===== src/rtl/demux_sched_1x5.sv =====
// Round-robin scheduler driving the select/enable pair of demux_1x5.
// Grants one of five requesters at a time with a bounded hold time and a
// one-cycle break-before-make gap between consecutive grants.
module demux_sched_1x5 #(
  parameter int unsigned MAX_HOLD = 8
) (
  input  logic       clk,
  input  logic       rst,
  input  logic [4:0] req,
  input  logic       done,
  output logic [2:0] Sel,
  output logic       E,
  output logic [4:0] grant,
  output logic       busy,
  output logic       timeout
);

  typedef enum logic [1:0] {IDLE, GRANT, GAP} state_t;

  localparam logic [7:0] HOLD_LAST = 8'(MAX_HOLD - 1);

  state_t     state, state_nx;
  logic [2:0] ptr, ptr_nx;
  logic [2:0] sel_nx;
  logic [7:0] hold, hold_nx;
  logic       e_nx, busy_nx, timeout_nx;
  logic [4:0] grant_nx;
  logic [2:0] pick, cand;
  logic       found;
  logic       release_req, expire;

  // Reduce a 0..9 sum back into the 0..4 index range.
  function automatic logic [2:0] wrap5(input logic [3:0] v);
    return (v >= 4'd5) ? 3'(v - 4'd5) : v[2:0];
  endfunction

  // Round-robin search: first requesting index at or after ptr, modulo 5.
  always_comb begin
    pick  = '0;
    cand  = '0;
    found = 1'b0;
    for (int unsigned k = 0; k < 5; k++) begin
      cand = wrap5({1'b0, ptr} + 4'(k));
      if (!found && req[cand]) begin
        pick  = cand;
        found = 1'b1;
      end
    end
  end

  // Next-state and next-output decode; all outputs are registered below.
  always_comb begin
    state_nx    = state;
    ptr_nx      = ptr;
    sel_nx      = Sel;
    hold_nx     = hold;
    e_nx        = 1'b0;
    grant_nx    = '0;
    busy_nx     = 1'b1;
    timeout_nx  = 1'b0;
    release_req = done || !req[Sel];
    expire      = (hold == HOLD_LAST);
    case (state)
      IDLE: begin
        if (found) begin
          state_nx = GRANT;
          sel_nx   = pick;
          hold_nx  = '0;
          e_nx     = 1'b1;
          grant_nx = 5'b00001 << pick;
        end else begin
          busy_nx = 1'b0;
        end
      end
      GRANT: begin
        hold_nx = hold + 8'd1;
        if (release_req || expire) begin
          state_nx = GAP;
          ptr_nx   = wrap5({1'b0, Sel} + 4'd1);
          // done / request drop outrank expiry when they coincide
          timeout_nx = !release_req;
        end else begin
          e_nx     = 1'b1;
          grant_nx = 5'b00001 << Sel;
        end
      end
      GAP: begin
        state_nx = IDLE;
        busy_nx  = 1'b0;
      end
      default: begin
        state_nx = IDLE;
        busy_nx  = 1'b0;
      end
    endcase
  end

  // State and output registers with synchronous active-high reset.
  always_ff @(posedge clk) begin
    if (rst) begin
      state   <= IDLE;
      ptr     <= '0;
      Sel     <= '0;
      hold    <= '0;
      E       <= 1'b0;
      grant   <= '0;
      busy    <= 1'b0;
      timeout <= 1'b0;
    end else begin
      state   <= state_nx;
      ptr     <= ptr_nx;
      Sel     <= sel_nx;
      hold    <= hold_nx;
      E       <= e_nx;
      grant   <= grant_nx;
      busy    <= busy_nx;
      timeout <= timeout_nx;
    end
  end

endmodule


===== config.mk =====
export PLATFORM = sky130hd
export DESIGN_NAME = demux_sched_1x5
export DESIGN_NICKNAME = d
export VERILOG_FILES = /design/src/rtl/demux_sched_1x5.sv
export SDC_FILE = /design/constraint.sdc
export NUM_CORES = 1
export LEC_CHECK = 0
export CAP_MARGIN = 0
export CORE_MARGIN = 1
export CORE_UTILIZATION = 50
export DETAILED_ROUTE_END_ITERATION = 12
export HOLD_SLACK_MARGIN = 0.03
export MAX_ROUTING_LAYER = met4
export PLACE_DENSITY = 0.67
export SLEW_MARGIN = 20
export SYNTH_ARGS = -nofsm -noshare
export SYNTH_HDL_FRONTEND = slang
export SYNTH_SLANG_ARGS = --single-unit

===== constraint.sdc =====
create_clock -name clk -period 4.2 [get_ports clk]
set_clock_uncertainty 0.05 [all_clocks]
set_input_delay 1.26 -clock clk [delete_from_list [all_inputs] [get_ports clk]]
set_output_delay 1.26 -clock clk [all_outputs]
set_load 0.02 [all_outputs]

==> results.toml, run 1 <==
[place]
post-dp-hpwl_um = 4050
gp_congestion = 0.888
dp_cells = 338
port_buffers = 18

[floorplanning]
die_height_um = 67.5
placementRows = 23
die_x_um = 67.5
ios = 19
core_um2 = 4060
start_util = 0.528
die_area_um2 = 4550

[timing]
finalHoldViolations = 0
rsz0062_at_grt = "false"
slew_viol_final = 0
min_period_over_period = 0.896
max_freq_mhz = 266
tns_ns = 0
holdWs_ns = 0.454
worst_pin_slew_ns = 0.577
max_slew_margin = 0.616
setup_viol = 0
period_needed_ns = 3.76

[finish]
nFillCells = 378
layout.nets = 317
area_delta_synth_final_pct = 13.8
final_cells = 342
drive_gt1_frac = 0.0753
utilization = 0.601
num_antenna_cells = 0

[cts]
htree_levels = 1
cts.sinks = 24
cts_tree = "done"
cts_max_path_buffers = 2
path_clk_slew_ns = 0.09
cts_setup_buffers = 0
cts_resized = 0
cts_made_buffers = 3
root_buffer = "clkbuf_8"
cts_hold_buf = 0
insertion_delay_ns = 0.27

[yosys]
yosys_warnings = 0
syn_inst = 278
synth-compound-area-share = 0.241
synth_top_area_frac = 0.224
synth_top_family_by_area = "simple AND/OR/NAND/NOR gates"
synth_area_leaders = "dfxtp_1, ha_1, nor2_1"
synthDistinctLibCells = 55
yosysSeqAreaShare = 0.224
async_flop_share = 0
synth_top_area_cell = "dfxtp_1"
synthFlopType = "dfxtp_1"
synth_xor_xnor_area_share = 0.0204
synthMuxAreaShare = 0.0824
synthesis.area_um2 = 2140
synth_nets = 302
yosys.area_share.simple = 0.287
synth_edf_count = 0
avgSynthCellArea_um2 = 7.71
synthAdderAreaFrac = 0.0970
ys_seq_elements = 24

[worst_setup_path]
r2r_slack_ns = 0.81
critPathMaxFanout = 8
crit_required_ns = 4.38
path_class = "input port to register"
crit_path_end_kind = "register"
cp_data_arrival_time_ns = 3.94
start_kind = "input port"

[outcome]
status = "finished, final reports clean"

[global_routing]
grt_first_pass_wirelength_um = 8980
track_usage = 0.268
grt-ovfl-total = 0
grt_start_max_net_pins = 22
antenna_found_initial = 0
grt_pass1_vias = 1922

[job]
maxCapViolations = 0

[detailed_routing]
ant_nets = 0
vias = 2073
routed_wl_um = 5320
drc = 0
drtIter0Drc = 164
drt_pass1_iterations = 4
vias_per_cell = 6.06
wl_per_cell_um = 15.5

[hold_path]
hold_class = "register to register"

[pwr]
vdd_ir_drop_max_mv = 0.382
p_leak_nw = 0.940
total_power_mw = 1.84
powerDensity_nw_per_um2 = 755
[worst max-delay path: stages]
cell,delay (ns)
clkdlybuf4s50_1,0.64
mux2i_1,0.15
mux4_2,0.49
nor2_1,0.17
nor2_1,0.10
and4bb_4,0.23
and2_4,0.18
a211o_1,0.33
nor4_2,0.23
a32o_1,0.15
[sequential cells by signal, indices dropped and copies added, names as in the netlist]
register,count
Sel,3
ptr,3
timeout,1
state,2
hold,8
grant,5
busy,1
E,1
[cells by family after synthesis]
family,after synthesis
XOR/XNOR,5
adder cells (fa/ha/maj),16
flip-flops,24
buffers and inverters,24
AND/OR/NAND/NOR,119
AO/OA/AOI/OAI,75
multiplexers,15
[path summary, 6_finish.rpt]
check	end	cells after the start	from
worst max-delay path	grant[2]	10	req[2]
worst min-delay path	hold[7]	1	hold[7]
worst max register to register	grant[3]	12	ptr[2]
worst min register to register	hold[7]	1	hold[7]
[stage by stage]
step	setup WS, ns	instance area [um^2]
after floorplan	0.858	2140
after global placement	0.272	2370
after detailed placement	0.204	2370
after CTS	0.476	2440
after global routing	0.284	2440
final	0.436	2440
[synthesized netlist by cell type (2+ instances only)]
cell and n:
a211oi_1 6, nand2b_1 8, nand2_1 20, mux2i_1 12, inv_1 9, o21ai_0 13, ha_1 15, a311oi_1 6
xnor2_1 3, xor2_1 2, and2_1 3, a21oi_1 19, a21o_1 3, and3_1 4, o21a_1 4, clkbuf_1 8
buf_2 3, a22oi_1 3, a211o_1 2, nor2b_1 7, nor4_1 2, nand4_1 4, dfxtp_1 24, mux4_2 2
buf_1 2, a211oi_2 2, a32o_1 2, nor4_2 2, nand3_1 11, a32oi_1 2, o22a_1 2, a31oi_1 4
nor3_1 11, nor2_1 37
[routing by layer]
layer	vias up	share of wire	track usage
met2	47	0.46	0.419
met4	0	0.010	0.0665
met3	5	0.039	0.0338
li1	1044	-	-
met1	977	0.49	0.365
met5	-	0	-
[where the power goes]
group	internal, mW	total, mW	switching [mW]
Combinational	0.543	1.30	0.755
Sequential	0.280	0.337	0.0572
Clock	0.128	0.205	0.0778
Total	0.951	1.84	0.890
[placed cells by master (no fill, tap or decap), types with 6 or more instances in the layout]
master	count
a211oi_1	6
a21oi_1	19
a311oi_1	6
buf_4	6
clkdlybuf4s50_1	18
dfxtp_1	24
ha_1	15
inv_1	9
mux2i_1	12
nand2_1	20
nand2b_1	8
nand3_1	11
nor2_1	37
nor2b_1	7
nor3_1	11
o21ai_0	13
[final cells by class]
class	instances	area (um^2)	share of cell area
Clock buffer	3	41.3	0.0169
Clock inverter	1	30.0	0.0123
Inverter	10	37.5	0.0154
Multi-Input combinational cell	230	1560	0.640
Sequential cell	24	480	0.197
Tap cell	50	62.6	0.0257
Timing Repair Buffer	24	225	0.0924
Note: power is estimated with default switching activity, not from simulation.
==> run 2, diff against run 1 <==
--- a/config.mk
+++ b/config.mk
@@ -9,9 +9,10 @@
 export CORE_MARGIN = 1
 export CORE_UTILIZATION = 50
 export DETAILED_ROUTE_END_ITERATION = 12
+export DONT_BUFFER_PORTS = 1
 export HOLD_SLACK_MARGIN = 0.03
 export MAX_ROUTING_LAYER = met4
-export PLACE_DENSITY = 0.67
+export PLACE_DENSITY = 0.61
 export SLEW_MARGIN = 20
 export SYNTH_ARGS = -nofsm -noshare
 export SYNTH_HDL_FRONTEND = slang
==> results.toml, run 2 (synthesis results as in run 1) <==
[cts]
cts_tree = "done"
cts_setup_buffers = 0
cts.sinks = 24
cts_made_buffers = 3
root_buffer = "clkbuf_8"
insertion_delay_ns = 0.27
htree_levels = 1
cts_resized = 0
cts_hold_buf = 0
path_clk_slew_ns = 0.10
cts_max_path_buffers = 2

[detailed_routing]
wl_per_cell_um = 16.8
vias_per_cell = 6.23
drtIter0Drc = 218
routed_wl_um = 5360
drc = 0
ant_nets = 0
vias = 1995
drt_pass1_iterations = 5

[floorplanning]
start_util = 0.528
placementRows = 23
core_um2 = 4060
die_height_um = 67.5
die_x_um = 67.5
ios = 19
die_area_um2 = 4550

[job]
maxCapViolations = 0

[global_routing]
grt_start_max_net_pins = 25
grt_first_pass_wirelength_um = 8860
grt-ovfl-total = 0
grt_pass1_vias = 1851
antenna_found_initial = 0
track_usage = 0.267

[finish]
num_antenna_cells = 0
final_common_cell = "nor2_1"
mostFrequentLayoutCells = "nor2_1, dfxtp_1, nand2_1, a21oi_1, ha_1"
largest_register = "hold"
area_delta_synth_final_pct = 3.97
reg_top3 = "hold: 8 flops, grant: 5 flops"
largest_reg_flops = 8
final_cells = 320
utilization = 0.549
drive_gt1_frac = 0.0667
layout.nets = 295

[worst_setup_path]
start_kind = "register"
cp_cell_sequence = "inv_1 -> ha_1 -> mux2i_1 -> mux4_2 -> nor2_1 -> nor2_1 -> and4bb_4 -> a21boi_0 -> a2bb2oi_1 -> nor4_2 -> a32o_1"
cp_slowest_stage_delay_ns = 0.65
slowest_stage = "ha_1"
crit_path_end_kind = "register"
cp_data_arrival_time_ns = 3.76
crit_path_end = "grant[2]"
critPathMaxFanout = 15
path_class = "register to register"
r2r_start = "ptr[1]"
timing.rr.end = "grant[2]"
cp_common_cell = "nor2_1"
r2r_slack_ns = 0.56
r2r_cells = 11
startpoint = "ptr[1]"
crit_required_ns = 4.32

[timing]
setup_viol = 0
worst_pin_slew_ns = 0.535
max_freq_mhz = 275
finalHoldViolations = 0
tns_ns = 0
slew_viol_final = 0
min_period_over_period = 0.866
period_needed_ns = 3.64
rsz0062_at_grt = "false"
max_slew_margin = 0.643

[place]
port_buffers = 0
gp_congestion = 0.849
post-dp-hpwl_um = 4010
dp_cells = 316

[pwr]
p_leak_nw = 0.854
vdd_ir_drop_max_mv = 0.410
powerDensity_nw_per_um2 = 782

[outcome]
status = "finished, final reports clean"

[hold_path]
hold_class = "register to register"
hold_start = "hold[7]"
## run 2: how the worst min path moves through the flow
stage / depth (start not counted) / slack, ns / to
after floorplan: 1 / 0.40 / hold[7]
final: 1 / 0.45 / hold[7]
after detailed placement: 1 / 0.42 / hold[7]
after CTS: 1 / 0.43 / hold[7]
after global routing: 1 / 0.45 / hold[7]
after global placement: 1 / 0.42 / hold[7]
## run 2: cell type report
cell class,instances,area (um^2)
clock buffers,3,41.3
clock inverters,1,30.0
fillers,400,1830
inverters,10,37.5
multi-input cells,230,1560
flip-flops and latches,24,480
well taps,50,62.6
repair buffers,2,15.0
## run 2: per-stage QoR
step                      hold slack (ns)  setup WS (ns)  power [mW]  instance area, um^2
after floorplan                     0.400          0.858        1.31                 2140
after global placement              0.423          0.680        1.52                 2160
after detailed placement            0.419          0.595        1.52                 2160
after CTS                           0.433          0.571        1.74                 2230
after global routing                0.449          0.286        1.89                 2230
final                               0.445          0.562        1.74                 2230
## run 2: power breakdown
group | total [mW] | switching (mW) | internal [mW]
Sequential | 0.381 | 0.100 | 0.281
Combinational | 1.15 | 0.694 | 0.455
Clock | 0.212 | 0.0847 | 0.128
## run 2: critical path: cells and delay by family (launching register included)
kind / cells / cell delay (ns)
AOI/OAI and AO/OA: 3 / 0.87
adders and majority gates: 1 / 0.65
muxes: 2 / 0.63
and+or+nand+nor: 4 / 0.62
DFF: 1 / 0.57
buffers and inverters: 1 / 0.14
## run 2: metal layers
layer / GRT usage / vias to the layer above / share of wire
met5: - / - / 0
met4: 0.0559 / 0 / 0.0086
met3: 0.0473 / 4 / 0.053
met2: 0.415 / 49 / 0.45
met1: 0.360 / 941 / 0.49
li1: - / 1001 / -
==> run 3, diff against run 2 <==
--- a/config.mk
+++ b/config.mk
@@ -5,14 +5,14 @@
 export SDC_FILE = /design/constraint.sdc
 export NUM_CORES = 1
 export LEC_CHECK = 0
-export CAP_MARGIN = 0
+export CAP_MARGIN = 20
 export CORE_MARGIN = 1
 export CORE_UTILIZATION = 50
 export DETAILED_ROUTE_END_ITERATION = 12
 export DONT_BUFFER_PORTS = 1
 export HOLD_SLACK_MARGIN = 0.03
 export MAX_ROUTING_LAYER = met4
-export PLACE_DENSITY = 0.61
+export PLACE_DENSITY = 0.64
 export SLEW_MARGIN = 20
 export SYNTH_ARGS = -nofsm -noshare
 export SYNTH_HDL_FRONTEND = slang
==> constraint.sdc (replaced) <==
create_clock -name clk -period 2.9 [get_ports clk]
set_clock_uncertainty 0.05 [all_clocks]
set_input_delay 0.87 -clock clk [delete_from_list [all_inputs] [get_ports clk]]
set_output_delay 0.87 -clock clk [all_outputs]
set_load 0.02 [all_outputs]
==> results.toml, run 3 (synthesis results as in run 1) <==
[cts]
path_clk_slew_ns = 0.09
cts_tree = "done"
htree_levels = 1
cts_hold_buf = 0
cts_max_path_buffers = 2
cts_made_buffers = 3
insertion_delay_ns = 0.27
root_buffer = "clkbuf_8"
cts.sinks = 24

[outcome]
violations = "negative setup slack"
status = "finished with violations"

[timing]
max_slew_margin = 0.599
worst_pin_slew_ns = 0.600
fin_ws_ns = -0.0761
max_freq_mhz = 336
rsz0062_at_grt = "true"
slew_viol_final = 0
min_period_over_period = 1.03
finalHoldViolations = 0
period_needed_ns = 2.98
setup_viol = 5

[pwr]
power_frac_seq = 0.171
p_sw_frac = 0.463
p_leak_nw = 1.07
p_int_mw = 1.67
p_switching_mw = 1.44
powerDensity_nw_per_um2 = 1180
clkPwrFrac = 0.076
vdd_ir_drop_max_mv = 0.519
power_frac_comb = 0.753

[floorplanning]
core_um2 = 4060
die_height_um = 67.5
placementRows = 23
start_util = 0.528
die_area_um2 = 4550
ios = 19
die_x_um = 67.5

[finish]
layout.nets = 338
num_antenna_cells = 0
register_area_um2 = 487
mostFrequentLayoutCells = "buf_4, nor2_1, dfxtp_1, nand2_1, a21oi_1"
multiInputGateArea_um2 = 1650
utilization = 0.651
largest_register = "hold"
largest_reg_flops = 8
final_common_cell = "buf_4"
area_delta_synth_final_pct = 23.3
reg_top3 = "hold: 8 flops, grant: 5 flops"
nFillCells = 363
drive_gt1_frac = 0.262

[worst_setup_path]
critPathMaxFanout = 6
r2r_cells = 12
crit_required_ns = 3.03
crit_path_end_kind = "register"
timing.rr.end = "grant[3]"
path_class = "register to register"
r2r_slack_ns = -0.08
start_kind = "register"
cp_data_arrival_time_ns = 3.10
r2r_start = "ptr[1]"

[job]
maxCapViolations = 0

[detailed_routing]
drtIter0Drc = 193
drt_pass1_iterations = 4
vias = 2234
wl_per_cell_um = 16.0
drc = 0
routed_wl_um = 5810
vias_per_cell = 6.15
ant_nets = 0

[hold_path]
hold_depth = 1
min_to = "hold[7]"
hold_start = "hold[7]"
hold_class = "register to register"

[global_routing]
track_usage = 0.284
grt-ovfl-total = 0
antenna_found_initial = 0
grt_first_pass_wirelength_um = 9350
grt_pass1_vias = 1980
grt_start_max_net_pins = 25

[place]
dp_slack_ns = -0.0865
gp_congestion = 0.990
post-dp-hpwl_um = 4470
port_buffers = 0
[run 3: cell count changes in the layout (fill, tap and decap cells not counted), sizes merged]
cell,previous run,this run
clkbuf,3,4
buf,2,45
bufinv,1,0
[run 3: worst max-delay path by stage]
stage / start / endpoint / cells after the start
finish: ptr[1] / grant[3] / 12
global route: ptr[0] / grant[3] / 13
CTS: ptr[0] / grant[3] / 13
detailed placement: ptr[0] / grant[1] / 13
global placement: ptr[2] / grant[1] / 11
floorplan: ptr[1] / grant[1] / 13
[run 3: cell type report]
type                    instances  area share
inverters                      10      0.0161
well taps                      50      0.0237
flip-flops and latches         24       0.184
multi-input cells             230       0.624
repair buffers                 45       0.131
clock buffers                   4      0.0208
[run 3: per-layer routing]
| layer | vias up | track usage | routed length (um) |
|---|---|---|---|
| li1 | 1091 | - | - |
| met1 | 1040 | 0.396 | 2720 |
| met2 | 89 | 0.425 | 2600 |
| met3 | 14 | 0.0439 | 396 |
| met4 | 0 | 0.0691 | 95 |
| met5 | - | - | 0 |
[run 3: critical path: stages (launching register included)]
cell and delay, ns:
dfxtp_4 0.41, inv_4 0.06, ha_4 0.16, and3b_2 0.24, o21a_1 0.19, or3b_1 0.40
a211oi_2 0.24, and4bb_4 0.28, and2_4 0.15, buf_6 0.12, a22oi_2 0.25, a32oi_1 0.14
nor3_1 0.19
[run 3: stage by stage]
step	TNS [ns]	hold slack [ns]	std cells	power, mW	area [um^2]
after floorplan	-0.784	0.400	278	1.93	2180
after global placement	-0.110	0.425	355	2.68	2480
after detailed placement	-0.284	0.429	355	2.68	2480
after CTS	-0.187	0.442	361	3.00	2560
after global routing	-1.28	0.489	363	3.34	2640
final	-0.229	0.464	363	3.11	2640
[run 3: timing repair]
item	CTS	global route
pin swaps	4	14
hold endpoints to repair	0	0
setup buffers	2	2
setup endpoints to repair	9	18
resized for setup	3	17
[run 3: power by group through the flow]
stage / clock [mW] / sequential (mW) / combinational [mW]
finish: 0.235 / 0.531 / 2.34
global route: 0.252 / 0.545 / 2.54
CTS: 0.240 / 0.530 / 2.23
detailed placement: 0 / 0.537 / 2.15
global placement: 0 / 0.536 / 2.15
floorplan: 0 / 0.522 / 1.41
